File: src/rtl/module_key_decoder_if.sv
// -----------------------------------------------------------------------------
// module_key_decoder_if
// Keypad row-side bundle between the column scan counter / keypad and the
// key decoder.
//   col_idx   : current column index from the scan counter
//   row_in    : keypad rows, active-high, already synchronized (bit i = row i)
//   stop      : freeze request back to the scan counter
//   key_code  : last accepted key, row*4+col
//   key_valid : one-cycle pulse when key_code is updated
// master = keypad/scan side (drives col_idx, row_in)
// slave  = decoder side (drives stop, key_code, key_valid)
// -----------------------------------------------------------------------------
interface module_key_decoder_if;
    logic [1:0] col_idx;
    logic [3:0] row_in;
    logic       stop;
    logic [3:0] key_code;
    logic       key_valid;

    modport master (
        output col_idx,
        output row_in,
        input  stop,
        input  key_code,
        input  key_valid
    );

    modport slave (
        input  col_idx,
        input  row_in,
        output stop,
        output key_code,
        output key_valid
    );
endinterface

File: src/rtl/module_key_decoder.sv
// -----------------------------------------------------------------------------
// module_key_decoder
// Samples the keypad rows against the current scan column, freezes the scan
// counter while a key is held, debounces press and release, and emits a
// one-cycle key_valid pulse with the key code {enc(row), col}.
// Ports:
//   clk : system clock, rising edge
//   rst : synchronous, active-high reset
//   kif : keypad bundle (slave side): col_idx, row_in in; stop, key_code,
//         key_valid out
// Parameter:
//   DB_CYCLES : consecutive stable cycles needed to accept a press and a
//               release (1..255)
// -----------------------------------------------------------------------------
module module_key_decoder #(
    parameter int DB_CYCLES = 4
) (
    input  logic                 clk,
    input  logic                 rst,
    module_key_decoder_if.slave  kif
);

    localparam int CNT_W = $clog2(DB_CYCLES + 1);
    localparam logic [CNT_W-1:0] CNT_LAST = CNT_W'(DB_CYCLES - 1);

    typedef enum logic [1:0] {
        SCAN     = 2'd0,
        DEBOUNCE = 2'd1,
        HOLD     = 2'd2,
        RELEASE  = 2'd3
    } state_t;

    state_t           state_q,     state_d;
    logic [CNT_W-1:0] db_cnt_q,    db_cnt_d;
    logic [3:0]       row_lat_q,   row_lat_d;
    logic [1:0]       col_lat_q,   col_lat_d;
    logic [3:0]       key_code_q,  key_code_d;
    logic             key_valid_q, key_valid_d;

    logic             row_one_hot;
    logic             row_zero;

    // Row index of a one-hot row pattern.
    function automatic logic [1:0] enc(input logic [3:0] row);
        logic [1:0] idx;
        idx = 2'd0;
        case (row)
            4'b0001: idx = 2'd0;
            4'b0010: idx = 2'd1;
            4'b0100: idx = 2'd2;
            4'b1000: idx = 2'd3;
            default: idx = 2'd0;
        endcase
        return idx;
    endfunction

    // Counter never wraps; it sticks at its all-ones value.
    function automatic logic [CNT_W-1:0] sat_inc(input logic [CNT_W-1:0] v);
        return (v == {CNT_W{1'b1}}) ? v : v + 1'b1;
    endfunction

    assign row_zero    = (kif.row_in == 4'b0000);
    assign row_one_hot = $onehot(kif.row_in);

    // Mealy stop: the counter must hold on the very edge a press is first
    // seen, so the column captured in SCAN is still the one being driven.
    assign kif.stop = !rst && ((state_q != SCAN) || row_one_hot);

    assign kif.key_code  = key_code_q;
    assign kif.key_valid = key_valid_q;

    always_comb begin
        state_d     = state_q;
        db_cnt_d    = db_cnt_q;
        row_lat_d   = row_lat_q;
        col_lat_d   = col_lat_q;
        key_code_d  = key_code_q;
        key_valid_d = 1'b0;

        case (state_q)
            SCAN: begin
                // Multiple rows pressed together are ignored outright.
                if (row_one_hot) begin
                    row_lat_d = kif.row_in;
                    col_lat_d = kif.col_idx;
                    db_cnt_d  = '0;
                    state_d   = DEBOUNCE;
                end
            end
            DEBOUNCE: begin
                if (kif.row_in == row_lat_q) begin
                    if (db_cnt_q == CNT_LAST) begin
                        key_code_d  = {enc(row_lat_q), col_lat_q};
                        key_valid_d = 1'b1;
                        state_d     = HOLD;
                    end else begin
                        db_cnt_d = sat_inc(db_cnt_q);
                    end
                end else begin
                    state_d = SCAN;
                end
            end
            HOLD: begin
                // Pattern changes while held are ignored; only a full
                // release moves on.
                if (row_zero) begin
                    db_cnt_d = '0;
                    state_d  = RELEASE;
                end
            end
            RELEASE: begin
                if (row_zero) begin
                    if (db_cnt_q == CNT_LAST) begin
                        state_d = SCAN;
                    end else begin
                        db_cnt_d = sat_inc(db_cnt_q);
                    end
                end else begin
                    state_d = HOLD;
                end
            end
            default: state_d = SCAN;
        endcase
    end

    always_ff @(posedge clk) begin
        if (rst) begin
            state_q     <= SCAN;
            db_cnt_q    <= '0;
            row_lat_q   <= 4'd0;
            col_lat_q   <= 2'd0;
            key_code_q  <= 4'd0;
            key_valid_q <= 1'b0;
        end else begin
            state_q     <= state_d;
            db_cnt_q    <= db_cnt_d;
            row_lat_q   <= row_lat_d;
            col_lat_q   <= col_lat_d;
            key_code_q  <= key_code_d;
            key_valid_q <= key_valid_d;
        end
    end

endmodule
File: src/flat_wrapper.sv
// flat-port wrapper written by rule: the top's interface ports become plain ports
module module_key_decoder_flat 
#(
    parameter int DB_CYCLES = 4
)
  (clk, rst, kif_col_idx, kif_row_in, kif_stop, kif_key_code, kif_key_valid);
  module_key_decoder_if kif_i ();
  input  logic clk;
  input  logic rst;
  input wire logic [$bits(kif_i.col_idx)-1:0] kif_col_idx;
  input wire logic [$bits(kif_i.row_in)-1:0] kif_row_in;
  output wire logic [$bits(kif_i.stop)-1:0] kif_stop;
  output wire logic [$bits(kif_i.key_code)-1:0] kif_key_code;
  output wire logic [$bits(kif_i.key_valid)-1:0] kif_key_valid;
  assign kif_i.col_idx = kif_col_idx;
  assign kif_i.row_in = kif_row_in;
  assign kif_stop = kif_i.stop;
  assign kif_key_code = kif_i.key_code;
  assign kif_key_valid = kif_i.key_valid;
  module_key_decoder #(.DB_CYCLES(DB_CYCLES)) u_core (.clk(clk), .rst(rst), .kif(kif_i));
endmodule
File: config.mk
export PLATFORM = sky130hd
export DESIGN_NAME = module_key_decoder_flat
export DESIGN_NICKNAME = d
export VERILOG_FILES = /design/src/rtl/module_key_decoder_if.sv /design/src/rtl/module_key_decoder.sv /design/src/flat_wrapper.sv
export SDC_FILE = /design/constraint.sdc
export NUM_CORES = 1
export LEC_CHECK = 0
export BUFFER_PORTS_ARGS = -buffer_cell sky130_fd_sc_hd__buf_2
export CAP_MARGIN = 20
export CELL_PAD_IN_SITES_DETAIL_PLACEMENT = 1
export CELL_PAD_IN_SITES_GLOBAL_PLACEMENT = 1
export CORE_MARGIN = 10
export CORE_UTILIZATION = 43
export CTS_BUF_LIST = sky130_fd_sc_hd__clkbuf_4
export DETAILED_ROUTE_END_ITERATION = 12
export PLACE_DENSITY = 0.81
export SYNTH_ARGS = -nofsm -noshare
export SYNTH_HDL_FRONTEND = slang
export SYNTH_SLANG_ARGS = --single-unit
File: constraint.sdc
create_clock -name clk -period 3 [get_ports clk]
set_input_delay 0.15 -clock clk [delete_from_list [all_inputs] [get_ports clk]]
set_output_delay 0.15 -clock clk [all_outputs]
set_load 0.005 [all_outputs]
* Word level (Yosys, flattened, before mapping)
Cells that the tools add are included.
** Storage, ports and cells
- Register bits :: 16
- Output and inout port bits :: 6
- Input port bits :: 8
** Cells by class
- Muxes and demuxes :: 16
- Bitwise gates (word level) :: 2
- Equal/unequal tests :: 16
- Reductions and logical operators :: 11
- $add $sub $neg :: 4
** Operators by type and width (number)
- 3-bit 2-to-1 mux :: 6
- 2-bit 2-to-1 mux :: 6
- 3-bit one-hot mux with 4 select lines :: 1
- 2-bit by 1-bit != test with 1-bit output (second input constant) :: 4
- 2-bit one-hot mux with 4 select lines :: 1
- 4-bit AND reduction :: 2
- 3-bit != test (second input constant) :: 2
- 2-bit one-hot mux with 3 select lines :: 1
- 1-bit by 1-bit adder with 2-bit output :: 2
- 2-bit equality test (second input constant) :: 2
- 4-bit by 2-bit equality test with 1-bit output (second input constant) :: 1
- 4-bit by 3-bit equality test with 1-bit output (second input constant) :: 1
- 4-bit equality test :: 1
- 4-bit equality test (second input constant) :: 1
- 4-bit zero test :: 1
- 3-bit by 1-bit adder with 3-bit output (second input constant) :: 1
- 3-bit adder :: 1
- 3-bit by 1-bit equality test with 1-bit output (second input constant) :: 1
- 3-bit by 2-bit equality test with 1-bit output (second input constant) :: 1
- 3-bit equality test (second input constant) :: 1
- 3-bit AND reduction :: 1
- 3-bit OR reduction :: 1
- 2-bit by 1-bit equality test with 1-bit output (second input constant) :: 1
- 2-bit zero test :: 1
- other kinds (7) :: 8

* Longest topological paths before layout
Gate-level depths: netlist of run 1.
- Word-level depth :: 5
- Mapped depth :: 8
- Depth with buffers taken out :: 8

* Least setup slack after synthesis of run 1
No wires, ideal clock.
- Kind :: in2reg
- Start point :: input port kif_row_in[0]
- End point :: register u_core.db_cnt_q[2]
- Stages on the path :: 8
- Arrival :: 2175 ps
- Path buffers :: 0
- Path slack :: 738 ps
- Path through :: inv_1 -> ha_1 -> ha_1 -> fa_1 -> nor3b_4 -> o311ai_2 -> or4_1 -> o31ai_1
** On the way
- Cells in the longest elaborated chain, start to end :: 5
- Elaborated cells on any way between the ends :: 10
- Those cells by class :: add/sub (2); eq/ne (6); reduce/logical (2)
** RTL lines
- start, declared :: RTL line flat_wrapper.sv:11 : input wire logic [$bits(kif_i.row_in)-1:0] kif_row_in;
- 1-bit by 1-bit adder with 2-bit output (not written as such) :: RTL line module_key_decoder.sv:63 : assign row_one_hot = $onehot(kif.row_in);
- 3-bit adder (not written as such) :: RTL line module_key_decoder.sv:63
- 3-bit by 1-bit equality test with 1-bit output :: RTL line module_key_decoder.sv:63
- 2-bit by 1-bit != test with 1-bit output (no line)
- 4-bit AND reduction (no line) *
- end signal, assigned :: RTL line module_key_decoder.sv:136 : db_cnt_q <= db_cnt_d;
- end, declared :: RTL line module_key_decoder.sv:34 : logic [CNT_W-1:0] db_cnt_q, db_cnt_d;
Mark *: on every way between the ends. The rest lies on a longest branch, timed or not.
A chain may end at the register's enable or synchronous reset.

* Final worst setup path of run 1
- Start point :: input port kif_row_in[0]
- End point :: output port kif_stop
** On the way
- Cells in the longest elaborated chain, start to end :: 5
** RTL lines
- 1-bit by 1-bit adder with 2-bit output (not written as such) :: RTL line module_key_decoder.sv:63
- 3-bit adder (not written as such) :: RTL line module_key_decoder.sv:63
- 3-bit by 1-bit equality test with 1-bit output :: RTL line module_key_decoder.sv:63
- 1-bit logical OR :: RTL line module_key_decoder.sv:67 : assign kif.stop = !rst && ((state_q != SCAN) || row_one_hot);
- 1-bit logical AND :: RTL line module_key_decoder.sv:67
- end, declared :: RTL line flat_wrapper.sv:12 : output wire logic [$bits(kif_i.stop)-1:0] kif_stop;
No other way between the ends.

==> results.py, run 1 <==
metrics = {
    "status": {
        "status": "complete, no violations",
    },
    "sta": {
        "drv_slew": 0,
        "skew_ps": 6.09,
        "finalHoldViolCount": 0,
        "min_period_ps": 2190,
        "max_freq_ghz": 0.456,
        "setup_viol": 0,
        "fin_crit_sh": 0.731,
        "worstMarginPinSlew_ps": 514,
        "max-slew-margin-rel": 0.656,
        "rsz0062_at_grt": "no",
        "finalSetupTns_ps": 0,
    },
    "final_layout": {
        "fin_nets": 137,
        "area_growth_pct": 10.8,
        "antennaDiodeCount": 0,
        "ff_latch_area_sq_um": 320,
        "fillers": 260,
        "multi_input_area_sq_um": 563,
        "final_area_sq_mm": 0.00103,
        "drive_gt1_frac": 0.212,
    },
    "grt": {
        "antenna_found_initial": 0,
        "grt_max_degree": 21,
        "grt_pass1_wl_um": 3610,
        "grt_pass1_vias": 796,
        "grt_usage": 0.102,
        "gr-total-overflow": 0,
    },
    "yosys": {
        "synth_top_cell_by_area": "dfxtp_1",
        "seq_area_frac_synth": 0.344,
        "ys_ff_latch": 16,
        "synth_cells": 106,
        "yosysWarnings": 0,
        "synth.area.top_cells": "dfxtp_1 (34%), ha_1 (11%), a21oi_1 (6.5%), xnor2_1 (5.6%), nand3_1 (5.4%)",
        "ys_types": 33,
        "netlist_area_sq_um": 931,
        "avgSynthCellArea_sq_um": 8.78,
        "synth_top_area_frac": 0.344,
        "syn-num-nets": 123,
    },
    "placement": {
        "portBuffers": 13,
        "dp_hpwl_um": 1700,
        "globalplace.congestion": 0.800,
        "dpl-instance-area_sq_mm": 0.00101,
    },
    "power": {
        "power.density_mw_per_mm2": 473,
        "leakage_nw": 0.408,
        "ir_drop_uv": 211,
        "finalPower_mw": 0.487,
    },
    "worst_hold_path": {
        "min_to": "u_core.col_lat_q[1]",
        "worst_hold_path_type": "in2reg",
        "min_path_cells": 3,
        "hold_start": "kif_col_idx[1]",
    },
    "clocking": {
        "cts_sinks": 16,
        "cts_buffer_depth": 2,
        "root_buffer": "clkbuf_4",
        "cts_tree": "yes",
        "hold_buffers": 0,
        "cts-buffers-inserted": 3,
        "cts_resized": 0,
        "postCtsSetupRepairBufs": 0,
        "clkLatencyLatePin_ps": 290,
        "htree_levels": 1,
        "clkTransAtPathRegs_ps": 100,
    },
    "floorplanning": {
        "initial_core_util": 0.465,
        "rows": 16,
        "pin_count": 14,
        "die_y_um": 66.5,
        "die_x_um": 66.5,
        "dieArea_sq_mm": 0.00443,
        "coreArea_sq_mm": 0.00200,
    },
    "critical_path": {
        "cp_cell_sequence": "buf_2 -> inv_1 -> ha_1 -> ha_1 -> fa_1 -> nor3b_4 -> buf_4 -> nor3_1 -> nor2_1 -> buf_2",
        "crit_family": "adder cells",
        "crit_path_max_incr_delay_ps": 530,
        "r2r-start": "u_core.db_cnt_q[0]",
        "rrSetupSlack_ps": 1180,
        "setup.worst_path.start": "kif_row_in[0]",
        "crit_type": "in2out",
        "critPathArrivalTime_ps": 2040,
        "worstSetupEndpointType": "output port",
        "r2r-end": "u_core.db_cnt_q[2]",
        "crit_required_ps": 2850,
        "worst-r2r-cell-count": 6,
        "crit_fanout": 8,
        "cp-start-kind": "input pin",
        "crit_buf_inv": 4,
        "critPathSlowestCell": "fa_1",
    },
    "routing": {
        "drcViolationCount": 0,
        "met1Wirelength_um": 1020,
        "via_per_inst": 5.37,
        "wirelength_um": 2160,
        "drt-initial-drc-count": 10,
        "wl_per_cell_um": 14.9,
        "top_layer_used": "met3",
        "dr_wl_met3_um": 112,
        "routed-wl-met2_um": 1030,
        "dr.pass1.iters": 4,
        "via_count": 778,
        "detail-route-antenna-nets": 0,
    },
    "flow_run": {
        "drv_cap": 0,
    },
}
==> worst register-to-register path: cells and delay by family, from the launching register on <==
family / cells / cell delay [ps]
AO/OA/AOI/OAI: 3 / 380
adder cells (fa/ha/maj): 2 / 470
flip-flops: 1 / 340
AND/OR/NAND/NOR: 1 / 540
==> synthesized netlist by cell type (all sizes together) <==
master and instances:
nand3 10, inv 5, a21bo 1, dfxtp 16, or2b 1, xnor2 6, and4 1, a21boi 1
buf 5, fa 1, or3b 1, nand2 10, mux2i 1, or4 1, o21bai 1, nand2b 2
a41oi 1, or2 1, ha 8, a21oi 12, nor3b 1, o41ai 1, nor3 3, nor2b 1
o311ai 1, o21ai 6, a2111oi 1, nand4 1, nor2 5, o31ai 1
==> metrics by stage <==
step / utilization / instances / hold slack, ps / setup slack, ps
global route: 0.515 / 145 / 108 / 689
floorplan: - / 106 / 297 / 738
global placement: 0.504 / 142 / 401 / 684
finish: 0.515 / 145 / 112 / 808
CTS: 0.515 / 145 / 105 / 789
detailed placement: 0.504 / 142 / 416 / 632
==> worst max-delay path by stage <==
stage	end	slack [ps]	cells after the start
floorplan	u_core.db_cnt_q[2]	740	8
global placement	u_core.db_cnt_q[2]	680	9
detailed placement	u_core.db_cnt_q[2]	630	9
CTS	kif_stop	790	10
global route	kif_stop	690	10
finish	kif_stop	810	10
==> layout by cell type (no fill, tap or decap), drive strengths merged, types with 2 or more instances in the layout <==
cell type,n
inv,5
ha,8
nand2b,2
nor3,3
o21ai,6
dfxtp,16
buf,14
nand3,10
nand2,10
xnor2,6
clkbuf,3
nor2,5
a21oi,12
==> layer usage <==
layer / vias to the layer above / global-route usage
li1: 397 / -
met1: 369 / 0.119
met2: 12 / 0.169
met3: 0 / 0.0318
met4: 0 / 0.0366
met5: - / 0
==> final cells by class <==
type / instances / area share
flip-flops and latches: 16 / 0.311
clock buffers: 3 / 0.0218
repair buffers: 14 / 0.0704
well taps: 27 / 0.0328
multi-input cells: 80 / 0.546
inverters: 5 / 0.0182
==> power breakdown <==
part	leakage [nW]	total (mW)	internal, mW	switching, mW
logic	0.265	0.127	0.0550	0.0717
clock network	0.0138	0.115	0.0466	0.0687
registers	0.130	0.245	0.225	0.0196
==> flip-flops by register name, summed over array words and instances, names as in the netlist <==
register and flops:
u_core.db_cnt_q 3, u_core.kif.key_code 4, u_core.state_q 2, u_core.kif.key_valid 1, u_core.col_lat_q 2, u_core.row_lat_q 4
==> logic make-up (layout without fill, tap and decap cells) <==
family / Yosys count / count (layout) / share of synthesized area
buffers and inverters: 10 / 22 / 0.0511
AOI/OAI and AO/OA: 26 / 26 / 0.188
adders and majority gates: 9 / 9 / 0.129
xor gates and xnor gates: 6 / 6 / 0.0565
DFF: 16 / 16 / 0.344
muxes: 1 / 1 / 0.0108
and+or+nand+nor: 38 / 38 / 0.220
(Power assumes the default switching activity.)
==> inputs of run 2 (changes only) <==
--- a/config.mk
+++ b/config.mk
@@ -10,10 +10,10 @@
 export CELL_PAD_IN_SITES_DETAIL_PLACEMENT = 1
 export CELL_PAD_IN_SITES_GLOBAL_PLACEMENT = 1
 export CORE_MARGIN = 10
-export CORE_UTILIZATION = 43
+export CORE_UTILIZATION = 39
 export CTS_BUF_LIST = sky130_fd_sc_hd__clkbuf_4
 export DETAILED_ROUTE_END_ITERATION = 12
-export PLACE_DENSITY = 0.81
+export PLACE_DENSITY = 0.77
 export SYNTH_ARGS = -nofsm -noshare
 export SYNTH_HDL_FRONTEND = slang
 export SYNTH_SLANG_ARGS = --single-unit
==> constraint.sdc (replaced) <==
create_clock -name clk -period 2 [get_ports clk]
set_input_delay 0.1 -clock clk [delete_from_list [all_inputs] [get_ports clk]]
set_output_delay 0.1 -clock clk [all_outputs]
set_load 0.005 [all_outputs]
==> run 2 against run 1 <==
Highest routed layer is now met4. Worst hold slack worse by 40 ps. Critical path depth unchanged. Power up 60%. Register-to-register slack worse by 1000 ps. Largest cell class unchanged. Non-clock buffer count up 7. Sequential share of layout area down 3.3 points. Die area up 7.1%. Global-route usage up 0.37 points. Worst setup slack worse by 700 ps. Final cell count up 6.2%. Wire length up 3.7%. First-iteration DRC count rose to 3.1 times the previous value.
==> results.py, run 2 (synthesized netlist as in run 1, its figures left out) <==
metrics = {
    "sta": {
        "whs_ps": 72.3,
        "min_period_ps": 1890,
        "finalHoldViolCount": 0,
        "max_freq_ghz": 0.528,
        "max-slew-margin-rel": 0.722,
        "worstMarginPinSlew_ps": 416,
        "rsz0062_at_grt": "no",
        "skew_ps": 1.90,
        "fin_crit_sh": 0.947,
        "setup_viol": 0,
        "drv_slew": 0,
    },
    "floorplanning": {
        "dieArea_sq_mm": 0.00474,
        "coreArea_sq_mm": 0.00223,
        "initial_core_util": 0.417,
        "pin_count": 14,
        "die_y_um": 68.9,
        "rows": 17,
        "die_x_um": 68.9,
    },
    "critical_path": {
        "critPathArrivalTime_ps": 1790,
        "crit_required_ps": 1900,
        "worstSetupEndpointType": "output port",
        "crit_type": "in2out",
        "crit_fanout": 8,
        "cp-start-kind": "input pin",
    },
    "final_layout": {
        "ff_latch_area_sq_um": 320,
        "antennaDiodeCount": 0,
        "fin_nets": 144,
        "area_growth_pct": 24.1,
        "drive_gt1_frac": 0.317,
        "fillers": 277,
        "mostFrequentLayoutCell": "dfxtp_1",
        "multi_input_area_sq_um": 606,
        "layout_common_cells": "dfxtp_1 (16), a21oi_1 (12), buf_2 (12), nand3_1 (10), nand2_1 (10)",
        "final_area_sq_mm": 0.00115,
    },
    "routing": {
        "via_per_inst": 5.32,
        "drcViolationCount": 0,
        "wirelength_um": 2240,
        "via_count": 819,
        "detail-route-antenna-nets": 0,
        "drt-initial-drc-count": 31,
        "wl_per_cell_um": 14.5,
        "dr.pass1.iters": 4,
    },
    "worst_hold_path": {
        "worst_hold_path_type": "in2reg",
    },
    "flow_run": {
        "drv_cap": 0,
    },
    "placement": {
        "globalplace.congestion": 0.755,
        "dp_hpwl_um": 1750,
        "dpl-instance-area_sq_mm": 0.00112,
        "portBuffers": 13,
    },
    "clocking": {
        "postCtsSetupRepairBufs": 0,
        "cts_buffer_depth": 2,
        "cts-buffers-inserted": 3,
        "root_buffer": "clkbuf_4",
        "cts_sinks": 16,
        "clkTransAtPathRegs_ps": 100,
        "cts_tree": "yes",
        "clkLatencyLatePin_ps": 280,
        "htree_levels": 1,
    },
    "grt": {
        "grt_pass1_vias": 852,
        "grt_max_degree": 21,
        "grt_pass1_wl_um": 3810,
        "grt_usage": 0.105,
        "gr-total-overflow": 0,
        "antenna_found_initial": 0,
    },
    "status": {
        "status": "complete, no violations",
    },
    "power": {
        "leakage_nw": 0.446,
        "ir_drop_uv": 269,
        "power.density_mw_per_mm2": 674,
    },
}
## run 2: changes by cell type in the layout (fill, tap and decap cells not counted)
| cell | before | now |
|---|---|---|
| buf_4 | 1 | 8 |
| inv_1 | 5 | 1 |
| ha_1 | 8 | 5 |
| ha_4 | 0 | 3 |
| inv_2 | 0 | 2 |
| buf_2 | 13 | 12 |
| buf_6 | 0 | 1 |
| clkinv_1 | 0 | 1 |
| inv_12 | 0 | 1 |
| inv_6 | 0 | 1 |
| nor3_1 | 3 | 2 |
| nor3_2 | 0 | 1 |
## run 2: worst max-delay path, cell delays in order
cell and delay, ps:
buf_4 130, inv_12 30, ha_4 230, ha_4 150, fa_1 470, nor3b_4 250
buf_6 160, nor3_2 50, nor2_1 90, buf_2 120
## run 2: cell type report
| cell class | count | area share |
|---|---|---|
| multi-input cells | 80 | 0.524 |
| inverters | 5 | 0.0314 |
| flip-flops and latches | 16 | 0.277 |
| repair buffers | 21 | 0.114 |
| clock inverters | 1 | 0.00325 |
| clock buffers | 3 | 0.0195 |
| well taps | 28 | 0.0303 |
## run 2: worst paths after layout
kind / startpoint / end / slack [ps] / cells past startpoint
max: kif_row_in[3] / kif_stop / 110 / 10
min reg2reg: u_core.col_lat_q[0] / u_core.col_lat_q[0] / 470 / 2
max reg2reg: u_core.db_cnt_q[0] / u_core.db_cnt_q[2] / 160 / 5
min: kif_col_idx[1] / u_core.col_lat_q[1] / 70 / 3
## run 2: routing by layer
layer  vias up  global-route usage  wire length [um]
met2         8               0.192              1160
li1        414                   -                 -
met5         -                   0                 0
met1       395               0.115               978
met3         2              0.0258                80
met4         0              0.0369                17
## run 2: timing repair
item                                    4_1_cts  5_1_grt
endpoints found under the setup margin        1        2
pin swaps                                     0        3
hold buffers                                  0        0
resized for setup                             1        3
## run 2: where the power goes
part           total [mW]  internal (mW)  switching [mW]
Combinational       0.235          0.114           0.121
Sequential          0.367          0.338          0.0287
Clock               0.176         0.0723           0.104
Total               0.778          0.524           0.254
## run 2: metrics by stage
step	instances	total power [mW]	util	setup WS, ps	TNS [ps]
final	154	0.778	0.517	106	0
after global routing	154	0.841	0.517	6.95	0
after CTS	154	0.783	0.514	26.7	0
after detailed placement	150	0.601	0.500	-251	-991
after global placement	150	0.595	0.500	-178	-450
after floorplan	106	0.524	-	-137	-137
==> inputs of run 3 (changes only) <==
--- a/config.mk
+++ b/config.mk
@@ -10,10 +10,10 @@
 export CELL_PAD_IN_SITES_DETAIL_PLACEMENT = 1
 export CELL_PAD_IN_SITES_GLOBAL_PLACEMENT = 1
 export CORE_MARGIN = 10
-export CORE_UTILIZATION = 39
+export CORE_UTILIZATION = 24
 export CTS_BUF_LIST = sky130_fd_sc_hd__clkbuf_4
 export DETAILED_ROUTE_END_ITERATION = 12
-export PLACE_DENSITY = 0.77
+export PLACE_DENSITY = 0.52
 export SYNTH_ARGS = -nofsm -noshare
 export SYNTH_HDL_FRONTEND = slang
 export SYNTH_SLANG_ARGS = --single-unit
==> run 3 against run 2 <==
Design area rose by 2.8%. Critical path depth did not move. Register-to-register slack improved by 30 ps. Sequential power barely moved. Non-clock buffer count rose by 1. Flip-flop and latch count did not move. Global-route usage fell by 3.5 points.
==> results.py, run 3 (synthesized netlist as in run 1, its figures left out) <==
metrics = {
    "status": {
        "status": "complete, no violations",
    },
    "sta": {
        "worstMarginPinSlew_ps": 419,
        "finalSetupTns_ps": 0,
        "skew_ps": 2.66,
        "fin_crit_sh": 0.940,
        "max_freq_ghz": 0.532,
        "max-slew-margin-rel": 0.721,
        "finalHoldViolCount": 0,
        "drv_slew": 0,
        "setup_viol": 0,
        "whs_ps": 47.8,
        "min_period_ps": 1880,
        "timing.final.ws_setup_ps": 120,
        "rsz0062_at_grt": "yes",
    },
    "routing": {
        "wl_per_cell_um": 12.5,
        "drt-initial-drc-count": 36,
        "detail-route-antenna-nets": 0,
        "dr.pass1.iters": 4,
        "via_per_inst": 4.55,
        "via_count": 797,
        "drcViolationCount": 0,
        "wirelength_um": 2190,
    },
    "grt": {
        "grt_max_degree": 21,
        "grt_pass1_vias": 789,
        "gr-total-overflow": 0,
        "antenna_found_initial": 0,
        "grt_pass1_wl_um": 3660,
        "grt_usage": 0.0705,
    },
    "placement": {
        "portBuffers": 13,
        "globalplace.congestion": 0.663,
        "dpl-instance-area_sq_mm": 0.00114,
        "dpl.cell_count": 170,
        "dp_hpwl_um": 1780,
        "post-place-ws_ps": -247,
    },
    "worst_hold_path": {
        "worst_hold_path_type": "in2reg",
    },
    "clocking": {
        "clkLatencyLatePin_ps": 290,
        "root_buffer": "clkbuf_4",
        "cts_buffer_depth": 2,
        "hold_buffers": 0,
        "htree_levels": 1,
        "cts-buffers-inserted": 3,
        "cts_sinks": 16,
        "cts_tree": "yes",
        "clkTransAtPathRegs_ps": 100,
    },
    "floorplanning": {
        "die_y_um": 82.3,
        "pin_count": 14,
        "rows": 22,
        "dieArea_sq_mm": 0.00677,
        "initial_core_util": 0.251,
        "die_x_um": 82.3,
        "coreArea_sq_mm": 0.00372,
    },
    "power": {
        "finalPower_mw": 0.784,
        "power.density_mw_per_mm2": 660,
        "ir_drop_uv": 186,
        "leakage_nw": 0.451,
    },
    "final_layout": {
        "ff_latch_area_sq_um": 320,
        "final_cell_count_no_fill": 175,
        "fin_nets": 145,
        "drive_gt1_frac": 0.323,
        "layout_common_cells": "dfxtp_1 (16), a21oi_1 (12), buf_2 (12), nand3_1 (10), nand2_1 (10)",
        "antennaDiodeCount": 0,
        "final_area_sq_mm": 0.00119,
        "fillers": 458,
        "area_growth_pct": 27.6,
        "final_core_util": 0.320,
        "multi_input_area_sq_um": 606,
        "mostFrequentLayoutCell": "dfxtp_1",
    },
    "critical_path": {
        "crit_fanout": 2,
        "crit_required_ps": 1900,
        "crit_type": "in2out",
        "cp_cell_sequence": "clkbuf_4 -> inv_12 -> ha_4 -> ha_4 -> fa_1 -> nor3b_4 -> buf_6 -> nor3_2 -> nor2_1 -> buf_2",
        "critical_path.most_common_cell": "ha_4",
        "critPathSlowestCell": "fa_1",
        "crit_path_max_incr_delay_ps": 470,
        "worstSetupEndpointType": "output port",
        "critPathArrivalTime_ps": 1780,
        "cp-start-kind": "input pin",
    },
    "flow_run": {
        "drv_cap": 0,
    },
}
==> run 3: metal layers <==
metal / global-route usage / vias up / wire length [um]
met3: 0.0259 / 4 / 149
met4: 0.0357 / 0 / 30
li1: - / 416 / -
met5: 0 / - / 0
met2: 0.107 / 13 / 1010
met1: 0.0853 / 364 / 999
==> run 3: cell type report <==
class / instances / share of cell area
clock inverter: 1 / 0.00316
inverter: 5 / 0.0306
clock buffer: 3 / 0.0190
timing repair buffer: 22 / 0.117
multi-input combinational: 80 / 0.510
sequential: 16 / 0.270
tap: 48 / 0.0506
==> run 3: critical path: cells and delay by family <==
family | cells | cell delay, ps
buf+inv | 4 | 440
fa+ha+maj | 3 | 850
simple gates | 3 | 370
==> run 3: report_power, final <==
part / switching [mW] / leakage [nW] / internal (mW)
Combinational: 0.119 / 0.305 / 0.118
Sequential: 0.0290 / 0.130 / 0.338
Clock: 0.107 / 0.0154 / 0.0726
==> run 3: repair_timing <==
| action | CTS | global route |
|---|---|---|
| cloned | 0 | 0 |
| pin swaps | 0 | 3 |
| setup buffers | 0 | 1 |
| gates resized for setup | 1 | 2 |
| setup endpoints to repair | 1 | 2 |
==> run 3: path summary, 6_finish.rpt <==
path / startpoint / to / slack, ps / depth (start not counted)
setup / recovery: kif_row_in[3] / kif_stop / 120 / 10
hold reg to reg: u_core.col_lat_q[1] / u_core.col_lat_q[1] / 470 / 2
setup reg to reg: u_core.db_cnt_q[0] / u_core.db_cnt_q[2] / 190 / 5
hold / removal: kif_col_idx[1] / u_core.col_lat_q[1] / 50 / 3
